### config.mk
export PLATFORM = sky130hd
export DESIGN_NAME = ex_stage
export DESIGN_NICKNAME = d
export VERILOG_FILES = /design/src/rtl/ex_pkg.sv /design/src/rtl/ex_mul_seq.sv /design/src/rtl/ex_stage.sv
export SDC_FILE = /design/constraint.sdc
export NUM_CORES = 1
export LEC_CHECK = 0
export CORE_ASPECT_RATIO = 1.75
export CORE_MARGIN = 3
export CORE_UTILIZATION = 40
export DETAILED_ROUTE_END_ITERATION = 12
export PLACE_DENSITY = 0.67
export SLEW_MARGIN = 25
export SYNTH_ARGS = -nofsm -noshare
export SYNTH_HDL_FRONTEND = slang
export SYNTH_SLANG_ARGS = --single-unit
### constraint.sdc
create_clock -name clk -period 12.3 [get_ports clk]
set_input_delay 2.46 -clock clk [delete_from_list [all_inputs] [get_ports clk]]
set_output_delay 2.46 -clock clk [all_outputs]
set_load 0.02 [all_outputs]
### src/rtl/ex_pkg.sv
// Shared encodings for the EX stage: ALU opcodes, operand select codes,
// flag bit positions and the multiplier FSM states.
package ex_pkg;

    typedef enum logic [3:0] {
        ALU_ADD = 4'd0,
        ALU_SUB = 4'd1,
        ALU_AND = 4'd2,
        ALU_OR  = 4'd3,
        ALU_XOR = 4'd4,
        ALU_CMP = 4'd5,
        ALU_MOV = 4'd6,
        ALU_MUL = 4'd7,
        ALU_SLL = 4'd8,
        ALU_SLR = 4'd9,
        ALU_SRL = 4'd10,
        ALU_SRA = 4'd11
    } alu_op_e;

    localparam logic [1:0] FWD_REG    = 2'b00;
    localparam logic [1:0] FWD_EXMEM  = 2'b01;
    localparam logic [1:0] FWD_MEMWB  = 2'b10;

    localparam logic [1:0] SRCA_FWD   = 2'b00;
    localparam logic [1:0] SRCA_PC    = 2'b01;

    localparam logic [1:0] SRCB_FWD   = 2'b00;
    localparam logic [1:0] SRCB_IMM   = 2'b01;
    localparam logic [1:0] SRCB_SHAMT = 2'b10;
    localparam logic [1:0] SRCB_ZERO  = 2'b11;

    localparam int FLAG_S = 3;
    localparam int FLAG_Z = 2;
    localparam int FLAG_C = 1;
    localparam int FLAG_V = 0;

    typedef enum logic [1:0] {
        MUL_IDLE = 2'd0,
        MUL_BUSY = 2'd1,
        MUL_DONE = 2'd2
    } mul_state_e;

endpackage

### src/rtl/ex_mul_seq.sv
// 16x16 shift-add multiplier, one partial product per cycle; only built
// when EX_MUL_EN is defined.
module ex_mul_seq
    import ex_pkg::*;
(
    input  logic        clk,
    input  logic        reset,
    input  logic        start,
    input  logic [15:0] a,
    input  logic [15:0] b,
    output logic        busy,
    output logic        done,
    output logic [31:0] product,
    output mul_state_e  state
);

    // Handshake: start is sampled only in IDLE, where it latches a/b; busy is
    // high for the 16 accumulate cycles; done is high for exactly one cycle
    // with product valid, and start is ignored during that cycle.
    mul_state_e  state_next;
    logic [31:0] mcand;
    logic [15:0] mplier;
    logic [31:0] acc;
    logic [3:0]  cnt;

    always_ff @(posedge clk) begin
        if (reset) state <= MUL_IDLE;
        else       state <= state_next;
    end

    always_ff @(posedge clk) begin
        if (reset) begin
            mcand  <= '0;
            mplier <= '0;
            acc    <= '0;
            cnt    <= '0;
        end else begin
            case (state)
                MUL_IDLE: begin
                    if (start) begin
                        mcand  <= {16'h0, a};
                        mplier <= b;
                        acc    <= '0;
                        cnt    <= '0;
                    end
                end
                MUL_BUSY: begin
                    if (mplier[0]) acc <= acc + mcand;
                    mcand  <= mcand << 1;
                    mplier <= mplier >> 1;
                    cnt    <= cnt + 4'd1;
                end
                default: ;
            endcase
        end
    end

    always_comb begin
        state_next = state;
        busy       = 1'b0;
        done       = 1'b0;
        case (state)
            MUL_IDLE: if (start) state_next = MUL_BUSY;
            MUL_BUSY: begin
                busy = 1'b1;
                if (cnt == 4'd15) state_next = MUL_DONE;
            end
            MUL_DONE: begin
                done       = 1'b1;
                state_next = MUL_IDLE;
            end
            default: state_next = MUL_IDLE;
        endcase
    end

    assign product = acc;

endmodule

### src/rtl/ex_stage.sv
// Pipeline EX stage: forwarding muxes, operand selects, 16-bit ALU and flag
// register. Define EX_MUL_EN to build the multi-cycle MUL path.
module ex_stage
    import ex_pkg::*;
(
    input  logic        clk,
    input  logic        reset,
    input  logic [15:0] rd1_ex,
    input  logic [15:0] rd2_ex,
    input  logic [15:0] pcinc_ex,
    input  logic [15:0] extended_d_ex,
    input  logic [3:0]  d_ex,
    input  logic [3:0]  ALUop,
    input  logic [1:0]  ALUsrcA_controll,
    input  logic [1:0]  ALUsrcB_controll,
    input  logic [1:0]  forwardingA_controll,
    input  logic [1:0]  forwardingB_controll,
    input  logic [15:0] fwd_exmem_dat,
    input  logic [15:0] fwd_memwb_dat,
    input  logic        flags_en_ex,
    output logic [15:0] alu_result_ex,
    output logic [15:0] store_dat_ex,
    output logic [3:0]  flags_ex,
    output logic        stall_ex
);

    logic [15:0] fwd_a, fwd_b, op_a, op_b, result;
    logic        flag_c, flag_v;
    logic [3:0]  flags_next, sh;
    logic [16:0] sum, diff;
    logic [31:0] shl, shr, sra, rot;

    always_comb begin
        case (forwardingA_controll)
            FWD_EXMEM: fwd_a = fwd_exmem_dat;
            FWD_MEMWB: fwd_a = fwd_memwb_dat;
            default:   fwd_a = rd1_ex;
        endcase
        case (forwardingB_controll)
            FWD_EXMEM: fwd_b = fwd_exmem_dat;
            FWD_MEMWB: fwd_b = fwd_memwb_dat;
            default:   fwd_b = rd2_ex;
        endcase
        case (ALUsrcA_controll)
            SRCA_FWD: op_a = fwd_a;
            SRCA_PC:  op_a = pcinc_ex;
            default:  op_a = 16'h0;
        endcase
        case (ALUsrcB_controll)
            SRCB_FWD:   op_b = fwd_b;
            SRCB_IMM:   op_b = extended_d_ex;
            SRCB_SHAMT: op_b = {12'h0, d_ex};
            default:    op_b = 16'h0;
        endcase
    end

    assign store_dat_ex = fwd_b;

    // Shifts work in a 32-bit window so the last bit shifted out lands in a
    // fixed position and is naturally 0 for a zero amount.
    assign sh   = op_b[3:0];
    assign sum  = {1'b0, op_a} + {1'b0, op_b};
    assign diff = {1'b0, op_a} - {1'b0, op_b};
    assign shl  = {16'h0, op_a} << sh;
    assign shr  = {op_a, 16'h0} >> sh;
    assign sra  = $signed({op_a, 16'h0}) >>> sh;
    assign rot  = {op_a, op_a} << sh;

`ifdef EX_MUL_EN
    logic        mul_start, mul_busy, mul_done;
    logic [31:0] mul_product;
    mul_state_e  mul_state;

    assign mul_start = (ALUop == ALU_MUL);

    ex_mul_seq u_mul (
        .clk     (clk),
        .reset   (reset),
        .start   (mul_start),
        .a       (op_a),
        .b       (op_b),
        .busy    (mul_busy),
        .done    (mul_done),
        .product (mul_product),
        .state   (mul_state)
    );

    assign stall_ex = ((mul_state == MUL_IDLE) && mul_start) || mul_busy;
`else
    assign stall_ex = 1'b0;
`endif

    always_comb begin
        result = 16'h0;
        flag_c = 1'b0;
        flag_v = 1'b0;
        case (alu_op_e'(ALUop))
            ALU_ADD: begin
                result = sum[15:0];
                flag_c = sum[16];
                flag_v = (op_a[15] == op_b[15]) && (sum[15] != op_a[15]);
            end
            ALU_SUB, ALU_CMP: begin
                result = diff[15:0];
                flag_c = diff[16];
                flag_v = (op_a[15] != op_b[15]) && (diff[15] != op_a[15]);
            end
            ALU_AND: result = op_a & op_b;
            ALU_OR:  result = op_a | op_b;
            ALU_XOR: result = op_a ^ op_b;
            ALU_MOV: result = op_b;
            ALU_SLL: begin
                result = shl[15:0];
                flag_c = shl[16];
            end
            ALU_SLR: begin
                result = rot[31:16];
                flag_c = (sh != 4'd0) && rot[16];
            end
            ALU_SRL: begin
                result = shr[31:16];
                flag_c = shr[15];
            end
            ALU_SRA: begin
                result = sra[31:16];
                flag_c = sra[15];
            end
`ifdef EX_MUL_EN
            ALU_MUL: begin
                result = mul_done ? mul_product[15:0] : 16'h0;
                flag_c = mul_done && (mul_product[31:16] != 16'h0);
            end
`endif
            default: ;
        endcase
    end

    assign alu_result_ex = result;

    always_comb begin
        flags_next         = 4'b0000;
        flags_next[FLAG_S] = result[15];
        flags_next[FLAG_Z] = (result == 16'h0);
        flags_next[FLAG_C] = flag_c;
        flags_next[FLAG_V] = flag_v;
    end

    always_ff @(posedge clk) begin
        if (reset)                        flags_ex <= 4'b0000;
        else if (flags_en_ex && !stall_ex) flags_ex <= flags_next;
    end

endmodule

---- Word level (Yosys, flattened, before mapping) ----
Cells that the tools add are included.
cells by class
  add/subtract/negate cells ............... 2
  equal/unequal tests ..................... 21
  shifts and indexed selects .............. 4
  mux-type cells .......................... 7
  bitwise operators ....................... 3
  reduce and logical (&&, ||, !) cells .... 9
operators with widths
  cell                                                 count
  case mux 16 bit (10 select lines)                    1
  case mux 16 bit (2 select lines)                     3
  case mux 16 bit (3 select lines)                     1
  << shifter 32 x 4 -> 32 bit                          1
  right shift 32 x 4 -> 32 bit                         1
  >>> shifter 32 x 4 -> 32 bit                         1
  adder 16 x 16 -> 17 bit                              1
  << shifter 16 x 4 -> 17 bit                          1
  subtractor 16 x 16 -> 17 bit                         1
  AND 16 bit                                           1
  equality test 4 bit, second input constant           4
  zero test 16 bit                                     1
  bitwise OR 16 bit                                    1
  XOR 16 bit                                           1
  equality test 4 x 3 -> 1 bit, second input constant  3
  equality test 2 x 1 -> 1 bit, second input constant  4
  equality test 4 x 2 -> 1 bit, second input constant  2
  equality test 2 bit, second input constant           3
  case mux 1 bit (6 select lines)                      1
  equality test 4 x 1 -> 1 bit, second input constant  1
  zero test 2 bit                                      2
  zero test 4 bit                                      1
  nonzero test 4 bit                                   1
  logical AND 1 bit                                    3
  4 further kinds                                      6
storage, ports and cells
  bits in registers ....................... 4
  input bits .............................. 115
  output and inout port bits .............. 37

---- Longest topological paths before layout ----
  word-level depth ........................ 7
  mapped depth ............................ 22

---- Worst setup path before layout ----
OpenSTA, ideal clock, no wires.
  path type ............................... input port to output port
  start point ............................. in forwardingB_controll[0]
  end point ............................... out alu_result_ex[14]
  data arrival time ....................... 6.393 ns
  data required time ...................... 9.840 ns
  slack ................................... 3.447 ns
  stages on the path ...................... 20
  path buffers ............................ 3
  path through ............................ inv_1 > ha_1 > buf_6 > clkbuf_1 > a22oi_1 > o21ai_0 > mux2i_1 > nor2_1 > inv_1 > ha_1 > buf_2 > or3_1 > o211ai_1 > a311oi_1 > o31a_1 > o31ai_1 > xnor2_1 > nor2_1 > nor3_1 > inv_1
on the way
  longest elaborated chain between the ends .. 5
  elaborated cells on any way between the ends .. 14
  those cells by class .................... add/sub (2); eq/ne (2); shift (4); mux (3); bitwise (3)
RTL lines
  what                                                                     line                            source
  start, declared                                                          ex_stage.sv:17                  input logic [1:0] forwardingB_controll,
  equality test 2 bit or equality test 2 x 1 -> 1 bit (tied branches)      ex_stage.sv:39                  case (forwardingB_controll)
  case mux 16 bit (2 select lines) *                                       ex_stage.sv:39
  named net store_dat_ex[4]                                                ex_stage.sv:22                  output logic [15:0] store_dat_ex,
  case mux 16 bit (3 select lines) *                                       ex_stage.sv:49                  case (ALUsrcB_controll)
  subtractor 16 x 16 -> 17 bit or adder 16 x 16 -> 17 bit (tied branches)  ex_stage.sv:63, ex_stage.sv:62
  case mux 16 bit (10 select lines) *                                      ex_stage.sv:97                  case (alu_op_e'(ALUop))
  end, declared                                                            ex_stage.sv:21                  output logic [15:0] alu_result_ex,
The timed path passes the listed nets; every way through them passes the cells marked *.

---- Worst setup path after layout ----
  start point ............................. in ALUsrcB_controll[1]
  end point ............................... out alu_result_ex[14]
on the way
  longest elaborated chain between the ends .. 4
  elaborated cells on any way between the ends .. 14
  those cells by class .................... add/sub (2); eq/ne (2); shift (4); mux (2); bitwise (3); reduce/logical (1)
RTL lines
  what                                                  line            source
  start, declared                                       ex_stage.sv:15  input logic [1:0] ALUsrcB_controll,
  equality test 2 bit (tied with other cells)           ex_stage.sv:49
  case mux 16 bit (3 select lines) *                    ex_stage.sv:49
  subtractor 16 x 16 -> 17 bit (tied with other cells)  ex_stage.sv:63  assign diff = {1'b0, op_a} - {1'b0, op_b};
  case mux 16 bit (10 select lines) *                   ex_stage.sv:97
Every way passes the cells marked *; elsewhere a longest branch is shown, timed or not.

==> results.cfg <==
[synthesis]
syn_nets = 1084
async_flop_share_pct = 0
synth_top_area_share_pct = 10.92
ys_ff_latch = 4
synth.avg_cell_area_um2 = 6.643
syn_area_um2 = 6072
synth_top_flop_cell = dfxtp_1
synthCells = 914
yosysWarnings = 0
netlist.top_cell.by_area = ha_1
yosys-top-cells-area = ha_1, o21ai_0, nand2_1
yosysSeqAreaShare_pct = 1.319
ys_types = 91
synth_edf_count = 0

[clocking]
clockRootBuffer = clkbuf_16
ctsHoldBuffers = 0
clock-sinks = 4
ctsResizeCount = 0
clockBufferDepth = 2
cts_setup_buffers = 0
cts_buffers = 3
clkLatencyLatePin_ps = 220
cts_tree = yes
htree_levels = 1
cts.clk_slew.worst_paths_ps = 30

[power]
pwr-share-seq_pct = 2.6
power_w = 0.0005383
power.switching_w = 0.0003024
leakage_nw = 2.873
internal_power_w = 0.0002359
clock_power_share_pct = 9.3
combinationalPowerShare_pct = 88.1
power_density_nw_per_um2 = 70.46
peakVddDrop_mv = 0.04725
switching_share_pct = 56.18

[sta]
maxSlewHeadroom_pct = 29.07
report.final.slew_viol_count = 0
fin_setup_tns_ps = 0
fin_crit_sh_pct = 87.54
fin_worst_skew_ps = 0
finalWorstPathRequiredPeriod_ps = 10770
setup-violations-final = 0
rsz0062_at_grt = false
hold_viol = 0
hold_slack_ps = 453.5
fmax_ghz = 0.09287
worstMarginPinSlew_ps = 1060

[global_routing]
track_usage_pct = 35.91
grt_max_degree = 48
grt_pass1_wl_um = 47040
grt.overflow.total = 0
grt_pass1_vias = 8112
antenna_found_initial = 0

[flow_run]
max_cap_violations = 0

[placed_design]
place_congestion = 1.073
hpwl_um = 25080
numPortBuffers = 150

[setup_path]
start_kind = primary input
r2r_cells = 2
crit_arrival_ps = 8310
r2r-end = flags_ex[0]$_SDFFE_PP0P_
r2r_setup_slack_ps = 11640
crit_type = primary input to output pin
crit_slowest_cell = clkdlybuf4s50_1
crit_path_end_kind = output pin
cp_slowest_stage_delay_ps = 990
crit_chain = clkdlybuf4s50_1 -> nor2b_1 -> a22oi_2 -> nand2_1 -> ha_1 -> fa_1 -> nor2b_1 -> o2111ai_1 -> a21oi_1 -> a31oi_1 -> o31ai_1 -> a31oi_1 -> xnor2_1 -> nor2_1 -> nor3_1 -> inv_1 -> clkdlybuf4s50_1
r2r-start = flags_ex[0]$_SDFFE_PP0P_
crit_fanout = 21
required_ps = 9840

[worst_hold_path]
min_to = flags_ex[2]$_SDFFE_PP0P_
min-delay-start = flags_ex[2]$_SDFFE_PP0P_
hold_path.class = register to register
hold_depth = 2

[die]
die_w_um = 99.14
initial_core_util_pct = 40.92
core_area_um2 = 14840
dieArea_um2 = 16750
die_height_um = 169.0
rows = 59
io_pins = 152

[route]
via_per_inst = 6.864
ant_nets = 0
totalWireLength_um = 31050
wl_per_cell_um = 25.94
drc = 0
drt_iter0_markers = 796
vias = 8216
dr.pass1.iters = 6

[layout]
reg.largest.list = flags_ex: 4 flops
largest_register = flags_ex
layout-drive-gt1-share_pct = 7.298
largest_reg_flops = 4
antenna_cells = 0
layout.nets = 1186
area_growth_pct = 25.82

[status]
outcome = finished, final reports clean
-- worst max-delay path, delay by kind of cell --
kind	cells	cell delay [ps]
xor+xnor	1	160
buf+inv	3	1620
simple gates	5	1360
fa+ha+maj	2	840
compound gates	6	1850
-- kinds of logic after synthesis --
| family | synth area share (%) |
|---|---|
| compound gates | 46.32 |
| simple gates | 27.24 |
| buf+inv | 9.437 |
| fa+ha+maj | 11.58 |
| mux | 2.885 |
| xor+xnor | 1.154 |
| flops | 1.319 |
| other cells | 0.06176 |
-- cell usage after synthesis, types with 16 or more instances --
cell,n
nand3b_1,18
buf_2,18
clkbuf_1,35
o22ai_1,28
nor2b_1,25
a22oi_1,26
ha_1,53
o211ai_1,28
nand2_1,81
inv_1,47
nor3_1,30
a221oi_1,17
o21ai_1,20
a31oi_1,16
o21ai_0,61
nand3_1,56
a21oi_1,49
nor2_1,65
-- cell usage in the layout (no fill, tap or decap), types with 25 or more instances in the layout --
| cell | synthesis | layout |
|---|---|---|
| clkdlybuf4s50_1 | 0 | 150 |
| a22oi_1 | 26 | 26 |
| ha_1 | 53 | 53 |
| nor2b_1 | 25 | 25 |
| nor2_1 | 65 | 65 |
| nand2_1 | 81 | 81 |
| o211ai_1 | 28 | 28 |
| o22ai_1 | 28 | 28 |
| o21ai_0 | 61 | 61 |
| inv_1 | 47 | 47 |
| nor3_1 | 30 | 30 |
| a21oi_1 | 49 | 49 |
| nand3_1 | 56 | 56 |
-- cell type report --
cell class | count | area (µm²)
well taps | 183 | 229.0
repair buffers | 166 | 1622
clock buffers | 3 | 75.07
flip-flops and latches | 4 | 80.08
inverters | 52 | 209.0
fillers | 1547 | 7198
multi-input cells | 789 | 5425
-- worst max path at each step --
stage                                    to  slack [ps]                    start  cells after the start
after global placement    alu_result_ex[14]        1850      ALUsrcB_controll[1]                     17
after CTS                 alu_result_ex[14]        1640      ALUsrcB_controll[1]                     17
final                     alu_result_ex[14]        1530      ALUsrcB_controll[1]                     17
after detailed placement  alu_result_ex[14]        1680      ALUsrcB_controll[1]                     17
after global routing      alu_result_ex[14]        1190      ALUsrcB_controll[1]                     17
after floorplan           alu_result_ex[14]        3450  forwardingB_controll[0]                     20
-- power by group through the flow --
stage	registers, W	logic, W	clock network [W]
finish	0.0000140	0.000474	0.0000501
global route	0.0000141	0.000505	0.0000515
CTS	0.0000140	0.000463	0.0000506
detailed placement	0.0000142	0.000461	0
global placement	0.0000142	0.000463	0
floorplan	0.0000150	0.000290	0
-- layer usage --
layer  routed length (µm)  vias up  track usage, %
met5                    0        -               0
met4                 3208        0           28.54
met3                 2346      164           4.825
met2                15130      547           63.41
met1                10370     3777           37.30
li1                     -     3728               -
-- metrics by stage --
stage	cell area (µm²)	worst slack (ps)	instances	util (%)
2_1_floorplan	6072	3447	914	-
3_3_place_gp	7565	1849	1194	50.98
3_5_place_dp	7565	1678	1194	50.98
4_1_cts	7640	1640	1197	51.49
5_1_grt	7640	1193	1197	51.49
6_report	7640	1533	1197	51.49
(Power assumes the default switching activity.)
